## src/rtl/restoring_divider_seq_if.sv

```systemverilog
// Request/response bundle for restoring_divider_seq.
//   start, signed_op, A, B : request side, driven by the master
//   Q, R, valid, busy      : result side, driven by the divider (slave)
interface restoring_divider_seq_if #(
  parameter int unsigned N = 32
);
  logic         start;
  logic         signed_op;
  logic [N-1:0] A;
  logic [N-1:0] B;
  logic [N-1:0] Q;
  logic [N-1:0] R;
  logic         valid;
  logic         busy;

  modport master (
    output start, signed_op, A, B,
    input  Q, R, valid, busy
  );

  modport slave (
    input  start, signed_op, A, B,
    output Q, R, valid, busy
  );
endinterface

```

## src/rtl/restoring_divider_seq.sv

```systemverilog
// Sequential radix-2 restoring divider for RISC-V DIV/DIVU/REM/REMU.
// Divides magnitudes one quotient bit per cycle, then applies the sign and the
// divide-by-zero / signed-overflow fix-ups, and pulses valid for one cycle.
// Ports:
//   clk           : clock, all state changes on the rising edge
//   rst           : synchronous active-high reset
//   bus (slave)   : start/signed_op/A/B request, Q/R/valid/busy result
// Optional feature: define DIV_EARLY_OUT_EN to skip the iterations when the
// divisor is zero or the signed op overflows (result ready one edge after FIX
// instead of after 32 CALC edges). Results are the same either way.
module restoring_divider_seq #(
  parameter int unsigned N = 32
) (
  input logic                    clk,
  input logic                    rst,
  restoring_divider_seq_if.slave bus
);
  localparam int unsigned CntW = $clog2(N);

  typedef enum logic [1:0] {StIdle, StCalc, StFix} state_e;

  state_e          state_q;
  logic [CntW-1:0] cnt_q;
  logic [N-1:0]    rem_q;   // partial remainder
  logic [N-1:0]    quo_q;   // dividend shifts out the top, quotient bits shift in
  logic [N-1:0]    dvs_q;
  logic [N-1:0]    a_q;     // original dividend, returned as R on divide by zero
  logic            qneg_q, rneg_q, dz_q, ovf_q;
  logic [N-1:0]    q_q, r_q;
  logic            valid_q, busy_q;

  logic [N-1:0]    a_mag, b_mag;
  logic            dz, ovf;
  logic [N:0]      shifted;
  logic [N+1:0]    trial;
  logic            borrow;
  logic            unused_trial;

  always_comb begin
    a_mag   = (bus.signed_op && bus.A[N-1]) ? -bus.A : bus.A;
    b_mag   = (bus.signed_op && bus.B[N-1]) ? -bus.B : bus.B;
    dz      = (bus.B == '0);
    ovf     = bus.signed_op && (bus.A == {1'b1, {(N-1){1'b0}}}) && (bus.B == '1);
    // N+1-bit shifted remainder; the extra top bit of trial is the borrow.
    shifted = {rem_q, quo_q[N-1]};
    trial   = {1'b0, shifted} - {2'b00, dvs_q};
    borrow  = trial[N+1];
    // The difference is always below the divisor, so bit N is never needed.
    unused_trial = trial[N];
  end

  always_ff @(posedge clk) begin
    if (rst) begin
      state_q <= StIdle;
      cnt_q   <= '0;
      rem_q   <= '0;
      quo_q   <= '0;
      dvs_q   <= '0;
      a_q     <= '0;
      qneg_q  <= 1'b0;
      rneg_q  <= 1'b0;
      dz_q    <= 1'b0;
      ovf_q   <= 1'b0;
      q_q     <= '0;
      r_q     <= '0;
      valid_q <= 1'b0;
      busy_q  <= 1'b0;
    end else begin
      valid_q <= 1'b0;
      unique case (state_q)
        StIdle: begin
          if (bus.start) begin
            cnt_q  <= '0;
            rem_q  <= '0;
            quo_q  <= a_mag;
            dvs_q  <= b_mag;
            a_q    <= bus.A;
            qneg_q <= bus.signed_op & (bus.A[N-1] ^ bus.B[N-1]);
            rneg_q <= bus.signed_op & bus.A[N-1];
            dz_q   <= dz;
            ovf_q  <= ovf;
            busy_q <= 1'b1;
`ifdef DIV_EARLY_OUT_EN
            state_q <= (dz || ovf) ? StFix : StCalc;
`else
            state_q <= StCalc;
`endif
          end
        end
        StCalc: begin
          if (!borrow) begin
            rem_q <= trial[N-1:0];
            quo_q <= {quo_q[N-2:0], 1'b1};
          end else begin
            rem_q <= shifted[N-1:0];
            quo_q <= {quo_q[N-2:0], 1'b0};
          end
          cnt_q <= cnt_q + 1'b1;
          if (cnt_q == CntW'(N - 1)) begin
            state_q <= StFix;
          end
        end
        StFix: begin
          if (dz_q) begin
            q_q <= '1;
            r_q <= a_q;
          end else if (ovf_q) begin
            q_q <= {1'b1, {(N-1){1'b0}}};
            r_q <= '0;
          end else begin
            q_q <= qneg_q ? -quo_q : quo_q;
            r_q <= rneg_q ? -rem_q : rem_q;
          end
          valid_q <= 1'b1;
          busy_q  <= 1'b0;
          state_q <= StIdle;
        end
        default: state_q <= StIdle;
      endcase
    end
  end

  assign bus.Q     = q_q;
  assign bus.R     = r_q;
  assign bus.valid = valid_q;
  assign bus.busy  = busy_q;
endmodule
```

## src/flat_wrapper.sv

```systemverilog
// flat-port wrapper written by rule: the top's interface ports become plain ports
module restoring_divider_seq_flat 
#(
  parameter int unsigned N = 32
)
  (clk, rst, bus_start, bus_signed_op, bus_A, bus_B, bus_Q, bus_R, bus_valid, bus_busy);
  restoring_divider_seq_if #(.N(N)) bus_i ();
  input logic clk;
  input logic rst;
  input wire logic [$bits(bus_i.start)-1:0] bus_start;
  input wire logic [$bits(bus_i.signed_op)-1:0] bus_signed_op;
  input wire logic [$bits(bus_i.A)-1:0] bus_A;
  input wire logic [$bits(bus_i.B)-1:0] bus_B;
  output wire logic [$bits(bus_i.Q)-1:0] bus_Q;
  output wire logic [$bits(bus_i.R)-1:0] bus_R;
  output wire logic [$bits(bus_i.valid)-1:0] bus_valid;
  output wire logic [$bits(bus_i.busy)-1:0] bus_busy;
  assign bus_i.start = bus_start;
  assign bus_i.signed_op = bus_signed_op;
  assign bus_i.A = bus_A;
  assign bus_i.B = bus_B;
  assign bus_Q = bus_i.Q;
  assign bus_R = bus_i.R;
  assign bus_valid = bus_i.valid;
  assign bus_busy = bus_i.busy;
  restoring_divider_seq #(.N(N)) u_core (.clk(clk), .rst(rst), .bus(bus_i));
endmodule
```

## config.mk

```make
export PLATFORM = sky130hd
export DESIGN_NAME = restoring_divider_seq_flat
export DESIGN_NICKNAME = d
export VERILOG_FILES = /design/src/rtl/restoring_divider_seq_if.sv /design/src/rtl/restoring_divider_seq.sv /design/src/flat_wrapper.sv
export SDC_FILE = /design/constraint.sdc
export NUM_CORES = 1
export LEC_CHECK = 0
export ABC_AREA = 0
export CORE_ASPECT_RATIO = 0.75
export CORE_MARGIN = 1.5
export CORE_UTILIZATION = 50
export CTS_CLUSTER_DIAMETER = 200
export DETAILED_ROUTE_END_ITERATION = 8
export PLACE_DENSITY_LB_ADDON = 0.12
export SYNTH_ARGS = -nofsm -noshare
export SYNTH_HDL_FRONTEND = slang
export SYNTH_SLANG_ARGS = --single-unit
export TNS_END_PERCENT = 100
```

## constraint.sdc

```tcl
create_clock -name clk -period 4.1 [get_ports clk]
set_input_delay 0.41 -clock clk [delete_from_list [all_inputs] [get_ports clk]]
set_output_delay 0.41 -clock clk [all_outputs]
set_load 0.05 [all_outputs]
```

Yosys cells after proc, flatten, opt, wreduce, memory -nomap -nowiden
Index checks and enable logic that the tools add are counted.
W data, S select, Z words.
- register bits: 205
- bits of input ports: 68
- output and inout port bits: 66
- logic and storage cells: 64
- $add $sub $neg: 6
- equal/unequal tests: 7
- muxes and demuxes: 22
- bitwise logic cells: 3
- reductions and logical operators: 12
- operators by type and width (kind ; count):
    $mux W32 ; 11
    $neg A32 Y32 ; 4
    $pmux W32 S2 ; 2
    $eq A32 B32 Y1 const B ; 2
    $sub A33 B32 Y34 ; 1
    $logic_not A32 Y1 ; 1
    $pmux W5 S2 ; 1
    $reduce_and A2 Y1 ; 4
    $add A5 B1 Y5 const B ; 1
    $eq A5 B5 Y1 const B ; 1
    $mux W5 ; 1
    $logic_and A1 B1 Y1 ; 4
    $mux W2 ; 2
    $pmux W2 S2 ; 1
    $reduce_bool A2 Y1 ; 2
    $mux W1 ; 3
    $and A1 B1 Y1 ; 2
    $eq A2 B1 Y1 const B ; 1
    $eq A2 B2 Y1 const B ; 1
    $logic_not A2 Y1 ; 1
    $ne A2 B1 Y1 const B ; 1
    $ne A2 B2 Y1 const B ; 1
    $pmux W1 S2 ; 1
    $xor A1 B1 Y1 ; 1

Longest topological paths before layout
- depth after elaboration: 4
- gate-level depth with buffers: 13
- gate-level depth less buffers: 11

Worst setup path after synthesis
No wires, ideal clock.
- path type: reg-to-reg
- from: register u_core.rem_q[10]
- to: register u_core.rem_q[20]
- setup time: 0.128 ns
- data arrival time: 2.660 ns
- required time: 3.972 ns
- slack: 1.312 ns
- cell stages (with the launch flop): 13
- path buffers: 3
- clock period less this slack: 2.788 ns
- cells stage by stage: dfxtp_1 -> ha_1 -> buf_2 -> nand2_1 -> or3_1 -> a211o_1 -> a21o_1 -> a211oi_4 -> o31ai_2 -> buf_6 -> buf_2 -> a32oi_1 -> o31ai_1
- cells in the longest elaborated chain, start to end: 3
- ends and longest elaborated chain (element ; line ; RTL):
    start, declared ; restoring_divider_seq.sv:24 ; logic [N-1:0] rem_q;
    start signal, assigned ; restoring_divider_seq.sv:92 ; rem_q <= trial[N-1:0];
    start signal, assigned ; restoring_divider_seq.sv:95 ; rem_q <= shifted[N-1:0];
    $sub A33 B32 Y34 ; restoring_divider_seq.sv:46 ; trial = {1'b0, shifted} - {2'b00, dvs_q};
    $mux W32 ; restoring_divider_seq.sv:91 ; if (!borrow) begin
    $pmux W32 S2 ; restoring_divider_seq.sv:70 ; unique case (state_q)
Every way passes these cells.
A chain may end at the register's enable or synchronous reset.

Final worst setup path
- from: register u_core.dvs_q[6]
- to: register u_core.rem_q[17]
- cells in the longest elaborated chain, start to end: 3
- ends and longest elaborated chain (element ; line ; RTL):
    start, declared ; restoring_divider_seq.sv:26 ; logic [N-1:0] dvs_q;
    start signal, assigned ; restoring_divider_seq.sv:76 ; dvs_q <= b_mag;
    $sub A33 B32 Y34 ; restoring_divider_seq.sv:46 ;
    $mux W32 ; restoring_divider_seq.sv:91 ;
    $pmux W32 S2 ; restoring_divider_seq.sv:70 ;
Every way passes these cells.

==> impl_metrics.tcl <==
set metrics [dict create \
    power.switching_w 0.001499 \
    synth_cells 1584 \
    dieHeight_um 138.6 \
    dr.first_iter.drc_count 1120 \
    arrival_ns 3.80 \
    wl_um 36780 \
    avgViaCountPerCell 5.939 \
    cts_sinks 205 \
    cts-root-buf "clkbuf_16" \
    drtPass1Iterations 5 \
    tritoncts "yes" \
    grt_pass1_wl_um 58320 \
    dr_wl_met3_um 2504 \
    synth_area_mm2 0.01225 \
    hp-class "reg -> reg" \
    skew_ns 0.006960 \
    synth_warnings 0 \
    pwr_density_cell_mw_per_mm2 358.7 \
    cts_buffers 23 \
    holdPathStages 2 \
    nets 1773 \
    io_pins 134 \
    gp_congestion 0.8702 \
    ys_ff_latch 205 \
    areaGrowthSynthToFinish_pct 18.95 \
    postSynthAreaPerCell_um2 7.736 \
    cp_data_required_time_ns 4.55 \
    dr_wl_met2_um 14660 \
    grt_max_degree 88 \
    route.detailed.drc 0 \
    chipWidth_um 183.8 \
    pwr-share-clk_pct 39.9 \
    final-setup-viol-count 0 \
    syn-num-nets 1692 \
    grt_setup_unrepaired "no" \
    antenna_cells 0 \
    timing.slew.headroom_pct 25.61 \
    avgRoutedWirePerCell_um 18.32 \
    portBuffers 133 \
    pwr-share-seq_pct 41.2 \
    met1_length_um 19170 \
    hold_slack_ns 0.4578 \
    p_comb_share_pct 18.8 \
    synth_ff_type "dfxtp_1" \
    floorplan.initialDensity_pct 50.99 \
    hold_viol 0 \
    start_kind "register" \
    tns_ns 0 \
    core_mm2 0.02403 \
    ant_nets 0 \
    power.internal_w 0.003730 \
    via_count 11930 \
    clkLatencyLatePin_ns 0.51 \
    max_freq_mhz 298.6 \
    synthArstFlopShare_pct 0 \
    layout-drive-gt1-share_pct 4.890 \
    max_cap_violations 0 \
    post_cts_buffers 0 \
    num_rows 49 \
    leakage_nw 5.712 \
    worstPathMaxFanout 41 \
    fin_crit_sh_pct 81.69 \
    path_clk_slew_ns 0.07 \
    clockBufferDepth 3 \
    reg2reg_depth 11 \
    dieArea_mm2 0.02547 \
    crit_path_end_kind "register" \
    hold_buffers 0 \
    routed.top_layer "met4" \
    fillers 2249 \
    dp_hpwl_um 26830 \
    max-vdd-ir-drop_mv 0.2588 \
    htreeDepth 1 \
    grt_antenna_before_repair 0 \
    ys_seq_area_share_pct 33.49 \
    synth_edf_count 0 \
    drv_slew 0 \
    grt.overflow.total 0 \
    multi_input_area_mm2 0.007570 \
    synth.distinct_cells 68 \
    period_needed_ns 3.349 \
    seq_area_mm2 0.004104 \
    status "finished, final reports clean" \
    worstMarginPinSlew_ns 1.114 \
    first_global_vias 10500 \
    cts_resized 0 \
    crit_type "reg -> reg" \
    track_usage_pct 28.37 \
    swShare_pct 28.66 \
]
synthesized netlist by cell type, drive strengths merged (4+ instances only):
cell type,instances,area share [%]
xor2,63,4.5
inv,56,1.7
nand4b,5,0.36
a21oi,128,5.2
dfxtp,205,33
a311oi,12,0.86
o31a,4,0.29
o21a,8,0.49
and2,8,0.41
a31oi,7,0.36
a21o,15,0.92
nor2b,12,0.61
nand4,18,0.92
or3,19,0.97
o21ai,74,3.0
nor3,61,2.5
clkbuf,92,2.8
a211oi,30,2.0
or4,15,0.95
a32oi,9,0.64
buf,9,0.48
a221oi,31,2.2
nand2,191,5.9
mux2i,22,1.8
o41ai,17,1.3
nand3,28,1.2
ha,39,4.0
nand3b,5,0.31
o31ai,32,2.1
a22oi,31,1.9
nor4,14,0.71
nor2,174,5.3
o21bai,4,0.25
and3,5,0.26
nand2b,12,0.61
xnor2,70,5.0
or2,7,0.36
o22ai,22,1.1
through the flow:
step	util (%)	power, W	instances	setup slack, ns	instance area [um^2]
floorplan	-	0.002849	1584	1.312	12250
global placement	57.50	0.003157	1971	0.8323	13820
detailed placement	57.50	0.003161	1971	0.7796	13820
CTS	60.65	0.005237	2008	0.7583	14580
global route	60.65	0.005434	2008	0.6089	14580
finish	60.65	0.005229	2008	0.7508	14580
kinds of logic (layout without fill, tap and decap cells):
family | count (synthesis) | count (layout) | share of synthesized area (%)
fa+ha+maj | 40 | 40 | 4.145
xor+xnor | 133 | 133 | 9.506
buf+inv | 157 | 250 | 5.013
flops | 205 | 205 | 33.49
mux | 22 | 22 | 1.797
simple gates | 582 | 582 | 21.89
compound gates | 445 | 445 | 24.16
layout by cell type (no fill, tap or decap), types with 18 or more instances in the layout:
cell type	count
xor2_1	63
xnor2_1	70
clkdlybuf4s50_1	132
or3_1	19
ha_1	39
dfxtp_1	205
nor2_1	171
a22oi_1	31
mux2i_1	22
a21oi_1	128
o31ai_1	30
nand3_1	27
nor3_1	60
buf_4	24
clkbuf_16	23
a221oi_1	31
o21ai_1	19
o21ai_0	55
nand4_1	18
inv_1	56
o22ai_1	22
a211oi_1	28
nand2_1	191
worst paths after layout:
| kind | start | slack, ns | endpoint |
|---|---|---|---|
| setup reg to reg | u_core.dvs_q[6] | 0.75 | u_core.rem_q[17] |
| hold reg to reg | u_core.a_q[23] | 0.46 | u_core.a_q[23] |
| hold / removal | u_core.a_q[23] | 0.46 | u_core.a_q[23] |
| setup / recovery | u_core.dvs_q[6] | 0.75 | u_core.rem_q[17] |
power groups by stage:
| stage | sequential, W | clock, W | combinational, W |
|---|---|---|---|
| after floorplan | 0.00217 | 0 | 0.000676 |
| after global routing | 0.00217 | 0.00219 | 0.00108 |
| after global placement | 0.00219 | 0 | 0.000964 |
| after CTS | 0.00215 | 0.00211 | 0.000971 |
| final | 0.00216 | 0.00209 | 0.000985 |
| after detailed placement | 0.00220 | 0 | 0.000964 |
final cells by class:
cell class,count,area share [%]
multi-input combinational,1222,51.93
sequential,205,28.15
timing repair buffer,157,10.44
clock buffer,32,4.661
tap,331,2.841
inverter,56,1.442
clock inverter,5,0.5322
state kept, by name, indices dropped and copies added (netlist names):
register and cells:
u_core.a_q 32, u_core.bus.Q 32, u_core.bus.R 32, u_core.dvs_q 32, u_core.quo_q 32, u_core.rem_q 32
u_core.cnt_q 5, u_core.state_q 2, u_core.bus.busy 1, u_core.bus.valid 1, u_core.dz_q 1, u_core.ovf_q 1
u_core.qneg_q 1, u_core.rneg_q 1
per-layer routing:
metal  GRT usage [%]  vias up
li1                -     5872
met1           47.44     5632
met2           38.52      393
met3           3.624       29
met4           3.796        0
met5               0        -
critical path, cell delays in order (launching register included):
cell      delay (ns)
dfxtp_1         0.36
inv_1           0.07
ha_1            0.39
nand3_2         0.13
or3_1           0.38
a211o_1         0.32
a21o_1          0.24
a211oi_4        0.31
o31ai_4         0.10
buf_4           0.31
or4b_1          0.58
nand3_1         0.09
Power figures use the tool's default switching activity.
